[src/rtl/regfile_write_arbiter_pkg.sv]
// Shared processor definitions: register file geometry and write-arbitration state encoding.
package regfile_write_arbiter_pkg;

    localparam int unsigned RegDataW = 8;
    localparam int unsigned RegAddrW = 3;
    localparam int unsigned CountW   = 8;

    typedef enum logic {
        StPri0 = 1'b0,
        StPri1 = 1'b1
    } arb_state_e;

endpackage

[src/rtl/rr_arbiter2.sv]
// Two-way round-robin arbiter: the requester just granted loses priority on the next tie.
module rr_arbiter2
    import regfile_write_arbiter_pkg::*;
(
    input  logic clk,
    input  logic reset,
    input  logic valid0_i,
    input  logic valid1_i,
    input  logic flush_i,
    output logic grant0_o,
    output logic grant1_o
);

    arb_state_e state_q, state_d;

    always_comb begin
        grant0_o = 1'b0;
        grant1_o = 1'b0;
        if (!flush_i) begin
            if (valid0_i && valid1_i) begin
                grant0_o = (state_q == StPri0);
                grant1_o = (state_q == StPri1);
            end else begin
                grant0_o = valid0_i;
                grant1_o = valid1_i;
            end
        end
    end

    always_comb begin
        state_d = state_q;
        if (flush_i) begin
            state_d = StPri0;
        end else if (grant0_o) begin
            state_d = StPri1;
        end else if (grant1_o) begin
            state_d = StPri0;
        end
    end

    always_ff @(posedge clk or posedge reset) begin
        if (reset) begin
            state_q <= StPri0;
        end else begin
            state_q <= state_d;
        end
    end

endmodule

[src/rtl/regfile_write_arbiter.sv]
// Arbitrates ALU and load-unit writebacks onto the single register file write port.
module regfile_write_arbiter
    import regfile_write_arbiter_pkg::*;
#(
    parameter int unsigned DATA_W = RegDataW,
    parameter int unsigned ADDR_W = RegAddrW
) (
    input  logic              clk,
    input  logic              reset,
    input  logic              req0_valid,
    input  logic [ADDR_W-1:0] req0_addr,
    input  logic [DATA_W-1:0] req0_data,
    output logic              req0_ready,
    input  logic              req1_valid,
    input  logic [ADDR_W-1:0] req1_addr,
    input  logic [DATA_W-1:0] req1_data,
    output logic              req1_ready,
    input  logic              flush,
    output logic [ADDR_W-1:0] INaddr,
    output logic [DATA_W-1:0] IN,
    output logic              wr_en,
    output logic              last_grant,
    output logic [CountW-1:0] write_count
);

    localparam logic [CountW-1:0] CountMax = '1;

    logic grant0, grant1;
    logic accept0, accept1, accept;

    logic              wr_en_q, wr_en_d;
    logic [ADDR_W-1:0] addr_q, addr_d;
    logic [DATA_W-1:0] data_q, data_d;
    logic              last_q, last_d;
    logic [CountW-1:0] count_q, count_d;

    rr_arbiter2 u_arb (
        .clk      (clk),
        .reset    (reset),
        .valid0_i (req0_valid),
        .valid1_i (req1_valid),
        .flush_i  (flush),
        .grant0_o (grant0),
        .grant1_o (grant1)
    );

    // Reset gating keeps ready low while an asynchronous reset is discarding the write.
    assign accept0 = req0_valid && grant0 && !flush && !reset;
    assign accept1 = req1_valid && grant1 && !flush && !reset;
    assign accept  = accept0 || accept1;

    assign req0_ready = accept0;
    assign req1_ready = accept1;

    always_comb begin
        wr_en_d = accept;
        addr_d  = addr_q;
        data_d  = data_q;
        last_d  = last_q;
        count_d = count_q;
        if (accept1) begin
            addr_d = req1_addr;
            data_d = req1_data;
            last_d = 1'b1;
        end else if (accept0) begin
            addr_d = req0_addr;
            data_d = req0_data;
            last_d = 1'b0;
        end
        if (accept && (count_q != CountMax)) begin
            count_d = count_q + 1'b1;
        end
    end

    always_ff @(posedge clk or posedge reset) begin
        if (reset) begin
            wr_en_q <= 1'b0;
            addr_q  <= '0;
            data_q  <= '0;
            last_q  <= 1'b0;
            count_q <= '0;
        end else begin
            wr_en_q <= wr_en_d;
            addr_q  <= addr_d;
            data_q  <= data_d;
            last_q  <= last_d;
            count_q <= count_d;
        end
    end

    assign wr_en       = wr_en_q;
    assign INaddr      = addr_q;
    assign IN          = data_q;
    assign last_grant  = last_q;
    assign write_count = count_q;

endmodule
[config.mk]
export PLATFORM = sky130hd
export DESIGN_NAME = regfile_write_arbiter
export DESIGN_NICKNAME = d
export VERILOG_FILES = /design/src/rtl/regfile_write_arbiter_pkg.sv /design/src/rtl/rr_arbiter2.sv /design/src/rtl/regfile_write_arbiter.sv
export SDC_FILE = /design/constraint.sdc
export NUM_CORES = 1
export LEC_CHECK = 0
export ABC_CLOCK_PERIOD_IN_PS = 1350
export CAP_MARGIN = 10
export CORE_MARGIN = 8
export CORE_UTILIZATION = 30
export DETAILED_ROUTE_END_ITERATION = 16
export GPL_TIMING_DRIVEN = 0
export HOLD_SLACK_MARGIN = 0.1
export PLACE_DENSITY = 0.69
export SLEW_MARGIN = 10
export SYNTH_ARGS = -nofsm -noshare
export SYNTH_HDL_FRONTEND = slang
export SYNTH_SLANG_ARGS = --single-unit
[constraint.sdc]
create_clock -name clk -period 1.35 [get_ports clk]
set_input_delay 0.135 -clock clk [delete_from_list [all_inputs] [get_ports clk]]
set_output_delay 0.135 -clock clk [all_outputs]
set_load 0.01 [all_outputs]
==> impl_metrics.tcl, run 1 <==
set metrics [dict create \
    path_clk_slew_ns 0.14 \
    synth.ff_latch_count 22 \
    synth.yosys.warnings 0 \
    timing.final.ws_setup_ns 0.002866 \
    wire_length_of_the_first_global_routing_pass_um 5064 \
    comb_power_share 0.427 \
    async_reset_ff_frac 1.000 \
    path_delay_family "flip-flops" \
    finalWirelength_um 3073 \
    transition_time_at_the_pin_with_the_least_slew_margin_ns 0.8188 \
    pin_count_of_the_biggest_net_entering_global_routing 23 \
    cts-buffers-inserted 3 \
    switching_fraction_of_total_power 0.3227 \
    core.rowCount 21 \
    run_status "finished, final reports clean" \
    synth-edff-count 0 \
    cts.sinks 22 \
    initialDrtViolationCount 46 \
    power_switching_uw 813.2 \
    drt-vias-per-instance 4.700 \
    drive_gt1_frac 0.2609 \
    io_buffers 49 \
    period_minus_slack_ns 1.347 \
    die_height_um 75.51 \
    tritoncts_clock_tree "yes" \
    floorplan.die_area_um2 5701 \
    antenna_violating_nets_post_route 0 \
    multi_input_area_um2 558.0 \
    max_freq_mhz 742.3 \
    post-route-drc-count 0 \
    dp_hpwl_um 2301 \
    finalPower_mw 2.520 \
    critical_path_cell_by_cell "ha_4, nand2_4, o31a_1, mux2_4" \
    clock_latency_on_the_worst_skew_pair_ns 0.32 \
    critPathLaunch "write_count[0]$_DFFE_PP0P_" \
    syn-mean-instance-area_um2 9.318 \
    synth_seq_area_share 0.5183 \
    fin_cells 230 \
    avgRoutedWirePerCell_um 13.36 \
    cellLeakagePower_nw 0.8859 \
    timing.critical_path.from_type "flop" \
    worst_ir_drop_vdd_v 0.0005298 \
    global_route.overflow_total 0 \
    share_of_total_power_in_the_clock_network 0.206 \
    dieWidth_um 75.51 \
    syn-num-nets 142 \
    initial_core_util 0.3158 \
    cts-root-to-sink-buffers 2 \
    layout.area.seq_um2 555.5 \
    critical_path_peak_fanout 4 \
    number_of_max_slew_violations_in_the_final_report 0 \
    flow.area_growth_from_synthesis_pct 76.09 \
    final_min_period_over_clock_period 0.9979 \
    internal_power_mw 1.706 \
    setup-violations-final 0 \
    synth_largest_area_cell "sky130_fd_sc_hd__dfrtp_1" \
    sequentialPowerShare 0.366 \
    setup_slack_after_placement_ns -0.5738 \
    timing.critical_path.slowest_stage_cell "sky130_fd_sc_hd__dfrtp_1" \
    critical_path.reg2reg.startpoint "write_count[0]$_DFFE_PP0P_" \
    power.density_nw_per_um2 1347 \
    cp.buffers_inverters 0 \
    gr-usage-all-layers 0.1150 \
    numPlacedInstances 209 \
    crit_path_max_incr_delay_ns 0.44 \
    max-cap-violations 0 \
    first_global_vias 1145 \
    hold_viol 0 \
    worst_slew_margin_rel 0.4536 \
    netlist_instances 114 \
    hp-class "input port to asynchronous set/reset pin" \
    cp_data_arrival_time_ns 1.57 \
    globalplace.congestion 0.7766 \
    netlist-cell-type-count 30 \
    worstSetupPathType "flop to flop" \
    final_nets 213 \
    core_region_area_um2 3363 \
    detail_route.first_pass.iterations 4 \
    insertedDiodeCount 0 \
    synth_ff_type "sky130_fd_sc_hd__dfrtp_1" \
    combined_area_of_all_synthesized_cells_um2 1062 \
    antenna_found_initial 0 \
    root_buffer "sky130_fd_sc_hd__clkbuf_4" \
    worstSetupEndpointType "flop" \
    fillers 338 \
    cp.required_ns 1.57 \
    cts.htree.levels 1 \
    grt_setup_unrepaired "yes" \
    util_after_layout 0.5562 \
    ios 50 \
    synthTopCellsByArea "sky130_fd_sc_hd__dfrtp_1, sky130_fd_sc_hd__nand2_1, sky130_fd_sc_hd__a31oi_1, sky130_fd_sc_hd__nor2_1, sky130_fd_sc_hd__mux2_1" \
    dr_total_vias 1081 \
    fin_skew_ns 0.01845 \
    synthDominantCellAreaShare 0.5183 \
]
==> metrics by stage <==
stage               hold slack, ns   TNS, ns  area [µm²]
floorplan                   0.1242  -0.07092        1071
global placement            0.5096    -5.084        1619
detailed placement          0.5118    -5.683        1619
CTS                         0.3497  -0.06345        1814
global route                0.1043  -0.03836        1871
finish                     0.04195         0        1871
==> power groups by stage <==
stage	clock network (mW)	registers [mW]	logic, mW
CTS	0.519	0.920	1.06
global placement	0	0.980	0.805
finish	0.519	0.923	1.08
floorplan	0	1.03	0.295
detailed placement	0	0.991	0.819
global route	0.550	0.949	1.17
==> synthesized netlist by cell type (2+ instances only) <==
cell and number:
sky130_fd_sc_hd__mux2_1 3, sky130_fd_sc_hd__nand3_1 4, sky130_fd_sc_hd__nand4_1 2, sky130_fd_sc_hd__o21a_1 2
sky130_fd_sc_hd__dfrtp_1 22, sky130_fd_sc_hd__nor2_1 16, sky130_fd_sc_hd__inv_1 3, sky130_fd_sc_hd__nand2b_1 2
sky130_fd_sc_hd__buf_2 3, sky130_fd_sc_hd__nand2_1 26, sky130_fd_sc_hd__o2111ai_1 2, sky130_fd_sc_hd__a31oi_1 11
==> metal layers <==
layer | part of all wire | up-vias | GRT usage | wire, µm
met1 | 0.43 | 500 | 0.1313 | 1331
met3 | 0.11 | 2 | 0.05000 | 339
li1 | - | 537 | - | -
met5 | 0 | - | 0 | 0
met4 | 0.0039 | 0 | 0.03838 | 12
met2 | 0.45 | 42 | 0.1879 | 1389
==> layout by cell type, fill, tap and decap left out, types with 4 or more instances in the layout <==
cell / instances
sky130_fd_sc_hd__nand2_1: 24
sky130_fd_sc_hd__clkdlybuf4s50_1: 23
sky130_fd_sc_hd__dfrtp_1: 18
sky130_fd_sc_hd__dlygate4sd2_1: 18
sky130_fd_sc_hd__buf_4: 18
sky130_fd_sc_hd__nor2_1: 15
sky130_fd_sc_hd__a31oi_1: 11
sky130_fd_sc_hd__dlymetal6s2s_1: 6
sky130_fd_sc_hd__dfrtp_2: 4
==> path summary, 6_finish.rpt <==
path,slack (ns),endpoint,cells after the start
worst min register to register,0.53,last_grant$_DFFE_PP0P_,2
worst max register to register,0.003,write_count[1]$_DFFE_PP0P_,4
worst max-delay path,0.003,write_count[1]$_DFFE_PP0P_,4
max in group asynchronous,0.76,write_count[1]$_DFFE_PP0P_,2
min in group clk,0.10,u_arb.state_q$_DFFE_PP0P_,2
worst min-delay path,0.04,write_count[3]$_DFFE_PP0P_,2
==> cell families after synthesis <==
family          share of synthesized area
mux                               0.03180
xor+xnor                          0.01649
simple gates                       0.2650
buf+inv                           0.03179
flops                              0.5183
compound gates                     0.1248
fa+ha+maj                         0.01178
==> registers in the layout (all words and copies together), names as in the netlist <==
name / flops
IN: 8
write_count: 8
INaddr: 3
last_grant: 1
u_arb.state_q: 1
wr_en: 1
==> final cells by class <==
cell class,instances,area share
inverters,4,0.009365
repair buffers,67,0.3284
clock inverters,1,0.01605
well taps,46,0.03077
multi-input cells,84,0.2983
clock buffers,3,0.01204
flip-flops and latches,22,0.2970
plain buffers,3,0.008027
==> what timing repair did <==
action / CTS / global route
endpoints found under the setup margin: 32 / 14
hold buffers: 0 / 0
pin swaps: 3 / 4
cloned: 0 / 0
gates resized for setup: 34 / 18
buffers inserted: 17 / 1
No activity file was read; power rests on OpenSTA's default activity.
==> inputs of run 2 (changes only) <==
- CORE_ASPECT_RATIO: default -> 0.5
==> run 2 against run 1 <==
  * The run now ends with negative setup slack left
  * Total power is 4.2% lower
  * Clock power is 9.1% lower
  * Combinational power is 10% lower
  * Count of clock-buffer cells in the layout is 1 higher
  * Critical path depth stayed put
  * Sequential power is 5.2% higher
  * Hold slack better by 0.17 ns
  * Clock skew is 0.010 ns lower
==> impl_metrics.tcl, run 2 (synthesized netlist as in run 1, its figures left out) <==
set metrics [dict create \
    switching_fraction_of_total_power 0.3252 \
    timing.critical_path.from_type "flop" \
    layout_commonest_cell "sky130_fd_sc_hd__clkdlybuf4s50_1" \
    setup-violations-final 1 \
    critPathLaunch "u_arb.state_q$_DFFE_PP0P_" \
    max_freq_mhz 726.8 \
    critical_path.reg2reg.startpoint "write_count[1]$_DFFE_PP0P_" \
    number_of_max_slew_violations_in_the_final_report 0 \
    insertedDiodeCount 0 \
    worst_ir_drop_vdd_v 0.0004415 \
    critical_path_peak_fanout 3 \
    timing.final.ws_setup_ns -0.02587 \
    period_minus_slack_ns 1.376 \
    cts.htree.levels 1 \
    path_clk_slew_ns 0.08 \
    hp-class "input port to flop" \
    power_switching_uw 785.1 \
    internal_power_mw 1.629 \
    fin_skew_ns 0.008212 \
    initial_core_util 0.3110 \
    drt-vias-per-instance 4.533 \
    globalplace.congestion 0.7353 \
    io_buffers 49 \
    initialDrtViolationCount 29 \
    comb_power_share 0.402 \
    dr_total_vias 1038 \
    cts-hold-fix-buffers 0 \
    setup-tns-final_ns -0.02587 \
    first_global_vias 1023 \
    setup_slack_after_placement_ns -0.6042 \
    tritoncts_clock_tree "yes" \
    clock_latency_on_the_worst_skew_pair_ns 0.26 \
    final_min_period_over_clock_period 1.019 \
    worstSetupPathType "flop to output port" \
    worst_slew_margin_rel 0.4284 \
    root_buffer "sky130_fd_sc_hd__clkbuf_8" \
    worstSetupEndpointType "output port" \
    avgRoutedWirePerCell_um 13.86 \
    floorplan.die_area_um2 5817 \
    ios 50 \
    cts-buffers-inserted 3 \
    cts.sinks 22 \
    run_status "finished with violations" \
    max-cap-violations 0 \
    detail_route.first_pass.iterations 3 \
    share_of_total_power_in_the_clock_network 0.196 \
    flow.area_growth_from_synthesis_pct 69.96 \
    layout_common_cells "sky130_fd_sc_hd__clkdlybuf4s50_1, sky130_fd_sc_hd__nand2_1, sky130_fd_sc_hd__dfrtp_1, sky130_fd_sc_hd__nor2_1, sky130_fd_sc_hd__buf_4" \
    cts-root-to-sink-buffers 2 \
    finalWirelength_um 3174 \
    pin_count_of_the_biggest_net_entering_global_routing 23 \
    wire_length_of_the_first_global_routing_pass_um 5133 \
    cellLeakagePower_nw 0.7773 \
    cp.required_ns 1.22 \
    antenna_violating_nets_post_route 0 \
    core_region_area_um2 3416 \
    hold_viol 0 \
    core.rowCount 15 \
    post-route-drc-count 0 \
    dp_hpwl_um 2298 \
    final_nets 207 \
    grt_setup_unrepaired "yes" \
    gr-usage-all-layers 0.1092 \
    hold_start "flush" \
    transition_time_at_the_pin_with_the_least_slew_margin_ns 0.8565 \
    power.density_nw_per_um2 1337 \
    sequentialPowerShare 0.402 \
    violations "negative setup slack" \
    cp_data_arrival_time_ns 1.24 \
    fillers 331 \
    dieWidth_um 100.2 \
    antenna_found_initial 0 \
    global_route.overflow_total 0 \
    drive_gt1_frac 0.2247 \
    die_height_um 58.08 \
]
==> run 2: metal layers <==
metal | track usage | vias to the layer above | part of all wire
met5 | 0 | - | 0
met4 | 0.03617 | 0 | 0.0085
met3 | 0.02267 | 2 | 0.025
met2 | 0.2081 | 15 | 0.56
met1 | 0.1185 | 502 | 0.41
li1 | - | 519 | -
==> run 2: path summary, 6_finish.rpt <==
check | slack [ns] | depth (start not counted) | end
max in group asynchronous | 0.55 | 2 | write_count[4]$_DFFE_PP0P_
worst max-delay path | -0.03 | 4 | req1_ready
worst min register to register | 0.52 | 2 | last_grant$_DFFE_PP0P_
min in group asynchronous | 0.22 | 2 | write_count[7]$_DFFE_PP0P_
worst max register to register | 0.01 | 4 | write_count[1]$_DFFE_PP0P_
worst min-delay path | 0.21 | 2 | u_arb.state_q$_DFFE_PP0P_
==> run 2: area by class of cell <==
cell class | instances | area (µm²) | area share
multi-input cells | 84 | 531.8 | 0.2945
clock buffers | 4 | 55.05 | 0.03049
flip-flops and latches | 22 | 555.5 | 0.3077
plain buffers | 3 | 17.52 | 0.009702
inverters | 4 | 17.52 | 0.009702
well taps | 51 | 63.81 | 0.03534
repair buffers | 61 | 564.3 | 0.3125
==> run 2: critical path, cell delays in order, from the launching register on <==
cell	delay [ns]
sky130_fd_sc_hd__dfrtp_1	0.40
sky130_fd_sc_hd__nand2b_1	0.19
sky130_fd_sc_hd__nand3_4	0.13
sky130_fd_sc_hd__inv_4	0.04
sky130_fd_sc_hd__clkdlybuf4s15_2	0.22
==> run 2: timing repair <==
action / in CTS / in global routing
setup buffers: 9 / 3
gates resized for setup: 24 / 8
endpoints found under the setup margin: 22 / 14
pin swaps: 5 / 3
==> run 2: power by group through the flow <==
stage | logic (mW) | registers (mW) | clock network, mW
after global routing | 1.07 | 0.999 | 0.508
after global placement | 0.807 | 0.979 | 0
final | 0.971 | 0.971 | 0.472
after floorplan | 0.295 | 1.03 | 0
after detailed placement | 0.817 | 0.990 | 0
after CTS | 0.933 | 0.971 | 0.479
==> run 2: metrics by stage <==
stage                     utilization  power [mW]  hold WS, ns  cells  cell area, µm²
final                          0.5286       2.414       0.2082    229            1805
after global routing           0.5286       2.579       0.2302    229            1805
after CTS                      0.5158       2.383       0.2088    226            1762
after detailed placement       0.4758       1.807       0.5171    214            1625
after global placement         0.4758       1.786       0.5108    214            1625
after floorplan                     -       1.329       0.1242    114            1071
==> inputs of run 3 (changes only) <==
- SKIP_CTS_REPAIR_TIMING: default -> 1
- SYNTH_HIERARCHICAL: default -> 1
==> run 3 against run 2 <==
  * The flow still finishes with violations (negative setup slack)
  * First-iteration DRC count is 48% lower
  * Clock skew decreased by 0.0062 ns
  * Total power down 8.6%
  * Via count down 5.5%
  * Sequential power is 5.0% lower
  * Critical path depth is 4 higher
  * Largest cell class unchanged
==> impl_metrics.tcl, run 3 <==
set metrics [dict create \
    run_status "finished with violations" \
    violations "negative setup slack" \
    netlist_instances 103 \
    max_freq_mhz 579.8 \
    dr_total_vias 981 \
    synth_seq_area_share 0.5029 \
    die_height_um 58.72 \
    layout.area.seq_um2 556.8 \
    hold_start "req0_valid" \
    dieWidth_um 101.4 \
    wire_length_of_the_first_global_routing_pass_um 4712 \
    synth-edff-count 0 \
    critical_path_cell_by_cell "nor2b_2, nor3b_2, a22oi_2, or2_1, buf_6, clkinv_4, nand4_4, mux2_4" \
    globalplace.congestion 0.7490 \
    layout_commonest_cell "sky130_fd_sc_hd__clkdlybuf4s50_1" \
    initial_core_util 0.3153 \
    timing.final.ws_setup_ns -0.3748 \
    avgRoutedWirePerCell_um 13.75 \
    timing.critical_path.from_type "flop" \
    transition_time_at_the_pin_with_the_least_slew_margin_ns 0.7990 \
    grt_setup_unrepaired "yes" \
    final_min_period_over_clock_period 1.278 \
    critical_path.reg2reg.startpoint "u_arb/state_q$_DFFE_PP0P_" \
    cts-root-to-sink-buffers 2 \
    worst_slew_margin_rel 0.4668 \
    worstSetupEndpointType "flop" \
    hold_path_end "u_arb/state_q$_DFFE_PP0P_" \
    multi_input_area_um2 564.3 \
    core.rowCount 15 \
    cts-buffers-inserted 3 \
    netlist-cell-type-count 35 \
    detail_route.first_pass.iterations 4 \
    cts.sinks 22 \
    dominant_combinational_cell_family_by_area_after_synthesis "simple AND/OR/NAND/NOR gates" \
    combined_area_of_all_synthesized_cells_um2 1095 \
    layout_common_cells "sky130_fd_sc_hd__clkdlybuf4s50_1, sky130_fd_sc_hd__dfrtp_1, sky130_fd_sc_hd__nand2_1, sky130_fd_sc_hd__mux2i_1, sky130_fd_sc_hd__dlymetal6s2s_1" \
    synth.cells.most_frequent "sky130_fd_sc_hd__dfrtp_1, sky130_fd_sc_hd__nand2_1, sky130_fd_sc_hd__o21ai_0" \
    critical_path_peak_fanout 6 \
    path_delay_family "simple AND/OR/NAND/NOR gates" \
    worst_ir_drop_vdd_v 0.0004227 \
    hold-path-cell-count 2 \
    synthDominantCellAreaShare 0.5029 \
    setup-violations-final 21 \
    synth.ff_latch_count 22 \
    post_synthesis_share_of_cell_area_spent_on_full_adders_half_adders_and_majority_gates 0.01143 \
    hp-class "input port to flop" \
    setup_slack_after_placement_ns -0.9442 \
    insertedDiodeCount 0 \
    cell_with_the_most_instances_after_synthesis "sky130_fd_sc_hd__dfrtp_1" \
    cellLeakagePower_nw 0.9408 \
    ios 50 \
    fillers 292 \
    cp_data_arrival_time_ns 1.88 \
    synth_ff_type "sky130_fd_sc_hd__dfrtp_1" \
    gr-usage-all-layers 0.1004 \
    numPlacedInstances 203 \
    dp_hpwl_um 2220 \
    antenna_violating_nets_post_route 0 \
    root_buffer "sky130_fd_sc_hd__clkbuf_8" \
    pin_count_of_the_biggest_net_entering_global_routing 22 \
    initialDrtViolationCount 15 \
    cp.required_ns 1.50 \
    core_region_area_um2 3472 \
    area_fraction_in_and_or_nand_and_nor_cells_after_synthesis 0.1691 \
    cp.buffers_inverters 2 \
    global_route.overflow_total 0 \
    synth_compound_gate_area_share 0.1063 \
    synthTopCellsByArea "sky130_fd_sc_hd__dfrtp_1, sky130_fd_sc_hd__mux2i_1, sky130_fd_sc_hd__nand2_1, sky130_fd_sc_hd__o21ai_0, sky130_fd_sc_hd__xnor2_1" \
    flow.area_growth_from_synthesis_pct 79.20 \
    synth.yosys.warnings 6 \
    syn-mean-instance-area_um2 10.63 \
    io_buffers 49 \
    tritoncts_clock_tree "yes" \
    period_minus_slack_ns 1.725 \
    max-cap-violations 0 \
    r2r-end "write_count[4]$_DFFE_PP0P_" \
    floorplan.die_area_um2 5955 \
    crit_path_max_incr_delay_ns 0.40 \
    fin_cells 219 \
    timing.critical_path.slowest_stage_cell "sky130_fd_sc_hd__dfrtp_1" \
    fin_skew_ns 0.002052 \
    drive_gt1_frac 0.2857 \
    post-route-drc-count 0 \
    first_global_vias 1001 \
    antenna_found_initial 0 \
    cts.htree.levels 1 \
    number_of_max_slew_violations_in_the_final_report 0 \
    async_reset_ff_frac 1.000 \
    post_synth_mux_area_share 0.1440 \
    yosys.area_share.xor_xnor 0.02400 \
    stages_on_worst_setup_path 8 \
    syn-num-nets 131 \
    finalWirelength_um 3012 \
    drt-vias-per-instance 4.479 \
    timing.reg2reg.worst_path_depth 8 \
    worstSetupPathType "flop to flop" \
    hold_viol 0 \
    path_clk_slew_ns 0.08 \
    final_nets 197 \
    power.density_nw_per_um2 1125 \
    timing.reg2reg.setup_slack_ns -0.37 \
    clock_latency_on_the_worst_skew_pair_ns 0.26 \
    synth_largest_area_cell "sky130_fd_sc_hd__dfrtp_1" \
]
-- run 3: cell count changes in the layout (fill, tap and decap cells not counted), moves of 4 or more --
| cell | previous run | this run |
|---|---|---|
| sky130_fd_sc_hd__buf_4 | 12 | 8 |
| sky130_fd_sc_hd__nand2_1 | 25 | 14 |
| sky130_fd_sc_hd__o21ai_1 | 1 | 7 |
| sky130_fd_sc_hd__nand2_2 | 0 | 4 |
| sky130_fd_sc_hd__o21ai_0 | 1 | 5 |
| sky130_fd_sc_hd__dlymetal6s2s_1 | 0 | 11 |
| sky130_fd_sc_hd__dlygate4sd2_1 | 10 | 0 |
| sky130_fd_sc_hd__nor2_1 | 15 | 2 |
| sky130_fd_sc_hd__a31oi_1 | 10 | 1 |
| sky130_fd_sc_hd__mux2i_1 | 0 | 11 |
-- run 3: stage by stage --
step	cell area (µm²)	setup TNS [ns]	total power, mW	utilization	hold WS, ns
floorplan	1139	-3.155	1.218	-	-0.1363
global placement	1693	-13.49	1.622	0.4876	0.3352
detailed placement	1693	-13.62	1.647	0.4876	0.3419
CTS	1748	-8.679	2.118	0.5034	0.05833
global route	1962	-7.313	2.361	0.5650	0.2540
finish	1962	-5.739	2.208	0.5650	0.2194
-- run 3: metal layers --
metal,share of wire,vias to the layer above,global-route usage,wire (µm)
li1,-,488,-,-
met1,0.38,471,0.1010,1145
met5,0,-,0,0
met4,0.013,0,0.03983,39
met2,0.55,18,0.1896,1651
met3,0.058,4,0.03290,176
-- run 3: cell type report --
cell class                 instances  area share
multi-input combinational         73      0.2876
clock buffer                       4     0.02806
sequential                        22      0.2838
timing repair buffer              61      0.3291
buffer                             4     0.02870
inverter                           4     0.01020
tap                               51     0.03253
-- run 3: how the worst max path moves through the flow --
| stage | slack (ns) | end | startpoint |
|---|---|---|---|
| 2_1_floorplan | -0.31 | write_count[4]$_DFFE_PP0P_ | u_arb/state_q$_DFFE_PP0P_ |
| 3_3_place_gp | -0.92 | req1_ready | req0_valid |
| 3_5_place_dp | -0.94 | req1_ready | req0_valid |
| 4_1_cts | -0.95 | req1_ready | req0_valid |
| 5_1_grt | -0.43 | write_count[4]$_DFFE_PP0P_ | u_arb/state_q$_DFFE_PP0P_ |
| 6_report | -0.37 | write_count[4]$_DFFE_PP0P_ | u_arb/state_q$_DFFE_PP0P_ |
-- run 3: kinds of logic after synthesis --
kind of cell,after synthesis
xor+xnor,3
fa+ha+maj,1
simple gates,35
compound gates,19
buf+inv,8
flops,22
mux,15
-- run 3: power by group --
part / internal [mW] / total [mW] / switching (mW)
registers: 0.804 / 0.922 / 0.118
logic: 0.496 / 0.818 / 0.322
clock network: 0.260 / 0.468 / 0.208
-- run 3: worst reg2reg max path: cells and delay by family, from the launching register on --
family,cells,cell delay (ns)
compound gates,1,0.12
buf+inv,2,0.20
mux,1,0.30
flops,1,0.40
simple gates,4,0.61
